==> src/rtl/secuenciador_bias.sv <==
// rtl/secuenciador_bias.sv - sweeps N_OSC oscillators through the GARO bias meter and streams tagged counts
module secuenciador_bias #(
    parameter int OUT_WIDTH   = 32,
    parameter int N_OSC       = 4,
    parameter int SEL_W       = 2,
    parameter int SETTLE_CYC  = 4,
    parameter int WDOG_MARGIN = 16
) (
    input  logic                 clock,
    input  logic                 reset_n,
    input  logic                 start,
    input  logic                 abort,
    input  logic [4:0]           resol_in,
    input  logic                 med_lock,
    input  logic [OUT_WIDTH-1:0] med_out,
    output logic                 med_enable,
    output logic [4:0]           med_resol,
    output logic [SEL_W-1:0]     osc_sel,
    output logic [OUT_WIDTH-1:0] dato,
    output logic [SEL_W-1:0]     dato_osc,
    output logic                 dato_valid,
    input  logic                 dato_ready,
    output logic                 busy,
    output logic                 done,
    output logic                 error
);

    typedef enum logic [1:0] {IDLE, SETTLE, MEASURE, EMIT} state_t;

    localparam int                CNT_W       = $clog2(SETTLE_CYC + 1);
    localparam logic [SEL_W-1:0]  LAST_OSC    = SEL_W'(N_OSC - 1);
    localparam logic [CNT_W-1:0]  SETTLE_LOAD = CNT_W'(SETTLE_CYC);

    state_t                 state_q, state_d;
    logic [4:0]             resol_q, resol_d;
    logic [SEL_W-1:0]       sel_q, sel_d;
    logic [SEL_W-1:0]       dosc_q, dosc_d;
    logic [OUT_WIDTH-1:0]   dato_q, dato_d;
    logic                   valid_q, valid_d;
    logic                   done_q, done_d;
    logic                   error_q, error_d;
    logic [CNT_W-1:0]       settle_q, settle_d;
    logic [32:0]            wdog_q, wdog_d;
    logic [32:0]            wdog_limit;
    logic                   wdog_hit;

    // 33-bit compare so resol=31 plus the margin cannot wrap
    assign wdog_limit = (33'd1 << resol_q) + 33'(WDOG_MARGIN);
    assign wdog_hit   = (wdog_q + 33'd1) >= wdog_limit;

    always_ff @(posedge clock or negedge reset_n) begin
        if (!reset_n) begin
            state_q  <= IDLE;
            resol_q  <= '0;
            sel_q    <= '0;
            dosc_q   <= '0;
            dato_q   <= '0;
            valid_q  <= 1'b0;
            done_q   <= 1'b0;
            error_q  <= 1'b0;
            settle_q <= '0;
            wdog_q   <= '0;
        end else begin
            state_q  <= state_d;
            resol_q  <= resol_d;
            sel_q    <= sel_d;
            dosc_q   <= dosc_d;
            dato_q   <= dato_d;
            valid_q  <= valid_d;
            done_q   <= done_d;
            error_q  <= error_d;
            settle_q <= settle_d;
            wdog_q   <= wdog_d;
        end
    end

    always_comb begin
        state_d  = state_q;
        resol_d  = resol_q;
        sel_d    = sel_q;
        dosc_d   = dosc_q;
        dato_d   = dato_q;
        valid_d  = valid_q;
        done_d   = 1'b0;
        error_d  = error_q;
        settle_d = settle_q;
        wdog_d   = wdog_q;

        if (abort) begin
            state_d = IDLE;
            valid_d = 1'b0;
        end else begin
            case (state_q)
                IDLE: begin
                    if (start) begin
                        resol_d  = resol_in;
                        sel_d    = '0;
                        error_d  = 1'b0;
                        settle_d = SETTLE_LOAD;
                        state_d  = SETTLE;
                    end
                end
                SETTLE: begin
                    // a meter still reporting lock from the previous run must drop first
                    if (settle_q != '0) begin
                        settle_d = settle_q - CNT_W'(1);
                    end else if (!med_lock) begin
                        wdog_d  = '0;
                        state_d = MEASURE;
                    end
                end
                MEASURE: begin
                    wdog_d = wdog_q + 33'd1;
                    if (med_lock) begin
                        dato_d  = med_out;
                        dosc_d  = sel_q;
                        valid_d = 1'b1;
                        state_d = EMIT;
                    end else if (wdog_hit) begin
                        error_d = 1'b1;
                        dato_d  = '1;
                        dosc_d  = sel_q;
                        valid_d = 1'b1;
                        state_d = EMIT;
                    end
                end
                EMIT: begin
                    if (valid_q && dato_ready) begin
                        valid_d = 1'b0;
                        if (sel_q == LAST_OSC) begin
                            done_d  = 1'b1;
                            state_d = IDLE;
                        end else begin
                            sel_d    = sel_q + SEL_W'(1);
                            settle_d = SETTLE_LOAD;
                            state_d  = SETTLE;
                        end
                    end
                end
                default: state_d = IDLE;
            endcase
        end
    end

    assign med_enable = (state_q == MEASURE);
    assign busy       = (state_q != IDLE);
    assign med_resol  = resol_q;
    assign osc_sel    = sel_q;
    assign dato       = dato_q;
    assign dato_osc   = dosc_q;
    assign dato_valid = valid_q;
    assign done       = done_q;
    assign error      = error_q;

endmodule
==> config.mk <==
export PLATFORM = sky130hd
export DESIGN_NAME = secuenciador_bias
export DESIGN_NICKNAME = d
export VERILOG_FILES = /design/src/rtl/secuenciador_bias.sv
export SDC_FILE = /design/constraint.sdc
export NUM_CORES = 1
export LEC_CHECK = 0
export BUFFER_PORTS_ARGS = -buffer_cell sky130_fd_sc_hd__buf_4
export CORE_MARGIN = 2
export CORE_UTILIZATION = 35
export CTS_CLUSTER_DIAMETER = 120
export CTS_CLUSTER_SIZE = 28
export DETAILED_ROUTE_END_ITERATION = 8
export GPL_TIMING_DRIVEN = 0
export PLACE_DENSITY = 0.63
export SYNTH_ARGS = -nofsm -noshare
export SYNTH_HDL_FRONTEND = slang
export SYNTH_SLANG_ARGS = --single-unit
==> constraint.sdc <==
create_clock -name clock -period 5.75 [get_ports clock]
set_input_delay 0.2875 -clock clock [delete_from_list [all_inputs] [get_ports clock]]
set_output_delay 0.2875 -clock clock [all_outputs]
set_load 0.1 [all_outputs]
==> metrics.cfg, run 1 <==
[cells_and_area]
nNetsFinal=709
area_delta_synth_final_pct=24.3
utilization_pct=44.7
num_antenna_cells=0
fillers=1334
layout-drive-gt1-share_pct=19.7
fin_cells=808
design_area_um2=6200

[yosys]
synthTopCellsByArea=dfrtp_1 (41%), ha_1 (11%), nand2_1 (5.9%)
syn_nets=610
synth.top_cell.area_share_pct=41.1
yosysWarnings=0
yosys.area.top_type=dfrtp_1
async_reset_ff_share_pct=100
syn-cell-area_um2=4990
synth_area_per_cell_um2=9.52
synth_cells=524
synthFlopType=dfrtp_1
ys_types=52
yosysSeqAreaShare_pct=41.1
synth_edf_count=0
synth_seq_cells=82

[placement]
finalWeightedCongestion=0.829
placed_cell_area_um2=5880
dp_slack_ps=857
numPortBuffers=88
dp_hpwl_um=9550
placedCellCount=792

[timing]
slew_headroom_pct=28.8
final.setup.tns_ps=0
finalSetupViolations=0
rsz0062_at_grt=false
fin_worst_hold_slack_ps=113
finalCritPeriodShare_pct=86.2
fin_worst_skew_ps=7.45
setup_slack_ps=794
worstMarginPinSlew_ps=1070
report.final.slew_viol_count=0
hold_viol=0
finalCriticalPeriod_ps=4960
fmax_ghz=0.202

[floorplan]
io_pins=89
core_region_area_um2=13900
row_count=43
start_util_pct=36.0
die_area_um2=15200
die_h_um=123
fp.dieW_um=123

[flow_run]
maxCapViolCount=0

[setup_path]
criticalPathCategory=reg -> reg
cp.depth=14
crit_path_start_kind=register
cp_data_required_time_ps=5980
crit_slowest_cell=nor3_1
reg2regPathDepth=14
path_buf_inv=1
critPathCaptureType=register
crit_fanout=10
critPathTopFamily=simple AND/OR/NAND/NOR gates
slowest_delay_ps=690
crit_chain=ha_1, and3_1, nand4_1, nor3_1, nand3_1, xnor2_1, ha_1, and4_1, a221o_1, a2111o_1, nor3_2, nor3_2, buf_2, o22a_1
cp_data_arrival_time_ps=5190

[clocking]
cts_resized=0
clock-root-buffer=clkbuf_16
clkLatencyLatePin_ps=350
cts_buffers=9
cts_hold_buf=0
clk_pin_slew_worst_paths_ps=70
htree_levels=3
cts_setup_buffers=0
clk_path_buf_depth=2
clock_sinks=82
cts_tree=built

[power_and_ir_drop]
finalPower_mw=3.58
p_per_area_nw_per_um2=577
vdd.ir_drop.worst_uv=405
p_leak_nw=2.82

[global_routing]
grtUsageTotal_pct=18.5
grt_max_degree=83
grt_pass1_vias=4316
grt_pass1_wl_um=21600
grt.overflow.total=0
grt_antenna_before_repair=0

[detailed_routing]
route.detailed.wl_per_inst_um=16.2
drt_iter0_markers=296
vias_per_cell=5.39
first_pass_iters=5
drc_errors=0
routed_wl_um=13100
antenna_left=0
vias=4357

[hold_path]
holdCritPathClass=in -> async

[status]
outcome=finished clean

-- layer usage --
layer / track usage (%) / share of wire (%) / up-vias
met5: 0 / 0 / -
met4: 8.95 / 3.2 / 0
met3: 3.00 / 3.8 / 32
met2: 30.4 / 48 / 101
met1: 23.6 / 45 / 2128
li1: - / - / 2096
-- worst reg2reg max path, cell delays in order, from the launching register on --
cell,delay [ps]
dfrtp_1,460
ha_1,280
and3_1,270
nand4_1,390
nor3_1,690
nand3_1,250
xnor2_1,190
ha_1,310
and4_1,210
a221o_1,350
a2111o_1,460
nor3_2,360
nor3_2,160
buf_2,230
o22a_1,220
-- layout by cell type, fill, tap and decap left out, types with 5 or more instances in the layout --
master	synthesis	final
buf_2	5	5
nor2_1	23	23
clkbuf_16	0	9
nor3_1	8	8
nand2_1	78	78
ha_1	43	43
nand4_1	10	10
a21o_1	9	9
o31ai_1	13	13
a22o_1	12	12
clkbuf_1	20	21
nand3_1	16	16
nor2b_1	6	6
inv_1	18	18
xor2_1	12	12
o21ai_0	30	30
o22a_1	32	32
mux2_2	7	7
dfrtp_1	82	82
and3_1	11	11
a21oi_1	17	17
buf_4	0	88
xnor2_1	20	20
-- state kept, by name, summed over array words and instances, names as in the netlist --
| signal | cells |
|---|---|
| wdog_q | 33 |
| dato | 32 |
| med_resol | 5 |
| settle_q | 3 |
| dato_osc | 2 |
| osc_sel | 2 |
| state_q | 2 |
| dato_valid | 1 |
| done | 1 |
| error | 1 |
-- layout make-up --
cell class | count | area [um^2] | share of cell area, %
Buffer | 25 | 100 | 1.61
Clock buffer | 11 | 243 | 3.91
Timing Repair Buffer | 88 | 661 | 10.6
Tap cell | 180 | 225 | 3.63
Clock inverter | 5 | 85.1 | 1.37
Inverter | 18 | 67.6 | 1.09
Multi-Input combinational cell | 399 | 2770 | 44.7
Sequential cell | 82 | 2050 | 33.1
-- path summary, 6_finish.rpt --
path / to / slack [ps] / startpoint
setup / recovery: dato[28] / 790 / wdog_q[0]
hold / removal: dato[0] / 110 / reset_n
setup reg to reg: dato[28] / 790 / wdog_q[0]
hold reg to reg: dato[22] / 510 / dato[22]
max in group asynchronous: wdog_q[15] / 4930 / reset_n
min in group clock: dato[22] / 150 / med_out[22]
-- cells by family (layout without fill, tap and decap cells) --
kind of cell | Yosys count | count (layout) | share of synthesized area, %
xor+xnor | 32 | 32 | 5.62
buf+inv | 43 | 147 | 3.36
compound gates | 133 | 133 | 19.0
flops | 82 | 82 | 41.1
simple gates | 180 | 180 | 17.8
other cells | 1 | 1 | 0.0751
fa+ha+maj | 43 | 43 | 10.8
mux | 10 | 10 | 2.18
-- synth_stat cells, types with 11 or more instances --
library cell,n
nand2_1,78
xnor2_1,20
a21oi_1,17
clkbuf_1,20
and3_1,11
a22o_1,12
nor2_1,23
o31ai_1,13
xor2_1,12
ha_1,43
o21ai_0,30
dfrtp_1,82
o22a_1,32
nand3_1,16
inv_1,18
-- report_power, final --
group,switching [mW],internal (mW)
sequential,0.129,0.739
combinational,1.56,0.503
clock,0.250,0.395
total,1.94,1.64
No activity file was read; power rests on OpenSTA's default activity.
==> run 2: changes to the inputs <==
- RECOVER_POWER: default -> 50
==> run 2 against run 1 <==
  * The flow now finishes with violations (max-capacitance violations, max-slew violations)
  * Cell count did not move
  * Clock power barely moved
  * Via count fell by 0.67%
  * Worst hold slack improved by 30 ps
  * Critical path type unchanged
  * Critical endpoint unchanged
==> metrics.cfg, run 2 (same netlist as run 1, synthesis figures left out) <==
[clocking]
clk_pin_slew_worst_paths_ps=70  ; about the same
clock-root-buffer=clkbuf_16  ; unchanged
clk_path_buf_depth=2  ; unchanged
htree_levels=3  ; unchanged
cts_setup_buffers=0  ; unchanged
cts_buffers=9  ; unchanged
clkLatencyLatePin_ps=350  ; about the same
cts_tree=built  ; unchanged
cts_hold_buf=0  ; unchanged
clock_sinks=82  ; unchanged
cts_resized=0  ; unchanged

[detailed_routing]
drt_iter0_markers=346  ; was 296
routed_wl_um=13100  ; about the same
route.detailed.wl_per_inst_um=16.2  ; about the same
antenna_left=0  ; unchanged
first_pass_iters=4  ; was 5
drc_errors=0  ; unchanged
vias_per_cell=5.36  ; was 5.39
vias=4328  ; was 4357

[hold_path]
holdCritPathClass=in -> reg  ; was in -> async
holdCritStartpoint=med_out[17]
hold_path_end=dato[17]
hold_depth=2

[floorplan]
start_util_pct=36.0  ; unchanged
row_count=43  ; unchanged
die_area_um2=15200  ; unchanged
io_pins=89  ; unchanged
die_h_um=123  ; unchanged
core_region_area_um2=13900  ; unchanged
fp.dieW_um=123  ; unchanged

[timing]
worstMarginPinSlew_ps=4490  ; was 1070 ps
finalCritPeriodShare_pct=85.8  ; was 86.2%
finalCriticalPeriod_ps=4930  ; was 4960 ps
final.setup.tns_ps=0  ; unchanged
fin_worst_skew_ps=7.19  ; was 7.45 ps
slew_headroom_pct=-199  ; was 28.8%
report.final.slew_viol_count=83  ; was 0
rsz0062_at_grt=false  ; unchanged
finalSetupViolations=0  ; unchanged
fmax_ghz=0.203  ; was 0.202 GHz
hold_viol=0  ; unchanged

[cells_and_area]
layout-drive-gt1-share_pct=15.9  ; was 19.7%
nNetsFinal=709  ; unchanged
largest_register_ffs=33  ; unchanged
mostFrequentLayoutCells=dfrtp_1 (82), nand2_1 (78), buf_4 (64), clkbuf_1 (45), ha_1 (43)  ; was buf_4 (88), dfrtp_1 (82), nand2_1 (78), ha_1 (43), o22a_1 (32)
area_delta_synth_final_pct=22.5  ; was 24.3%
layout_commonest_cell=dfrtp_1  ; was buf_4
num_antenna_cells=0  ; unchanged
top_register=wdog_q  ; unchanged
fin_cells=808  ; unchanged

[setup_path]
reg2reg_from=wdog_q[0]  ; unchanged
crit_path_start_kind=register  ; unchanged
slowest_delay_ps=680  ; was 690 ps
criticalPathCategory=reg -> reg  ; unchanged
crit_slowest_cell=nor3_1  ; unchanged
crit_chain=ha_1, and3_1, nand4_1, nor3_1, nand3_1, xnor2_1, ha_1, and4_1, a221o_1, a2111o_1, nor3_2, nor3_2, buf_2, o22a_1  ; unchanged
reg2reg_to=dato[28]  ; unchanged
cp_data_required_time_ps=5990  ; was 5980 ps
cp_data_arrival_time_ps=5170  ; was 5190 ps
critPathCaptureType=register  ; unchanged
reg2regPathDepth=14  ; unchanged
reg2reg_slack_ps=820  ; was 790 ps
crit_fanout=10  ; unchanged

[power_and_ir_drop]
finalPower_mw=3.51  ; was 3.58 mW
p_per_area_nw_per_um2=575  ; was 577 nW/um^2
p_leak_nw=2.73  ; was 2.82 nW
vdd.ir_drop.worst_uv=379  ; was 405 uV

[status]
outcome=finished with violations  ; was finished clean
violations=max-capacitance violations, max-slew violations

[global_routing]
grt_pass1_wl_um=21600  ; unchanged
grt.overflow.total=0  ; unchanged
grtUsageTotal_pct=18.5  ; unchanged
grt_antenna_before_repair=0  ; unchanged
grt_max_degree=83  ; unchanged
grt_pass1_vias=4316  ; unchanged

[placement]
finalWeightedCongestion=0.829  ; unchanged
dp_hpwl_um=9550  ; unchanged
numPortBuffers=88  ; unchanged
placedCellCount=792  ; unchanged

[flow_run]
maxCapViolCount=1  ; was 0

## run 2: cell types whose count changed in the layout (fill, tap and decap cells not counted), sizes merged
cell	delta
buf	-24
clkbuf	+24
## run 2: report_power, final
| group | internal, mW | switching [mW] | leakage (nW) |
|---|---|---|---|
| Clock | 0.395 | 0.251 | 0.156 |
| Combinational | 0.437 | 1.57 | 1.53 |
| Sequential | 0.739 | 0.127 | 1.05 |
## run 2: area by class of cell
cell class	count	area, um^2
clock inverters	5	85.1
fillers	1349	7770
inverters	18	67.6
well taps	180	225
multi-input cells	399	2770
repair buffers	88	571
clock buffers	11	243
flip-flops and latches	82	2050
plain buffers	25	100
## run 2: critical path: cells and delay by family, from the launching register on
| kind | cells | cell delay (ps) |
|---|---|---|
| adder cells (fa/ha/maj) | 2 | 590 |
| AND/OR/NAND/NOR | 7 | 2310 |
| buffers and inverters | 1 | 230 |
| XOR/XNOR | 1 | 190 |
| AO/OA/AOI/OAI | 3 | 1030 |
| flip-flops | 1 | 470 |
## run 2: metrics by stage
step                hold WS [ps]  util [%]  cell area [um^2]  worst slack [ps]
floorplan                  -8.09         -              4990              1740
global placement             490      42.3              5880               918
detailed placement           494      42.3              5880               857
CTS                          133      44.7              6200               834
global route                 143      44.1              6110               429
finish                       144      44.1              6110               815
## run 2: worst max-delay path by stage
| stage | startpoint | endpoint | slack [ps] | cells past startpoint |
|---|---|---|---|---|
| 2_1_floorplan | wdog_q[0] | dato[0] | 1740 | 14 |
| 3_3_place_gp | wdog_q[0] | dato[22] | 920 | 14 |
| 3_5_place_dp | wdog_q[0] | dato[25] | 860 | 14 |
| 4_1_cts | wdog_q[0] | dato[28] | 830 | 14 |
| 5_1_grt | wdog_q[0] | dato[26] | 430 | 14 |
| 6_report | wdog_q[0] | dato[28] | 820 | 14 |
## run 2: metal layers
| metal | up-vias | wire [um] | global-route usage (%) |
|---|---|---|---|
| met1 | 2118 | 5820 | 23.6 |
| met2 | 86 | 6320 | 30.4 |
| met3 | 28 | 559 | 3.00 |
| met4 | 0 | 374 | 8.95 |
| met5 | - | 0 | 0 |
| li1 | 2096 | - | - |
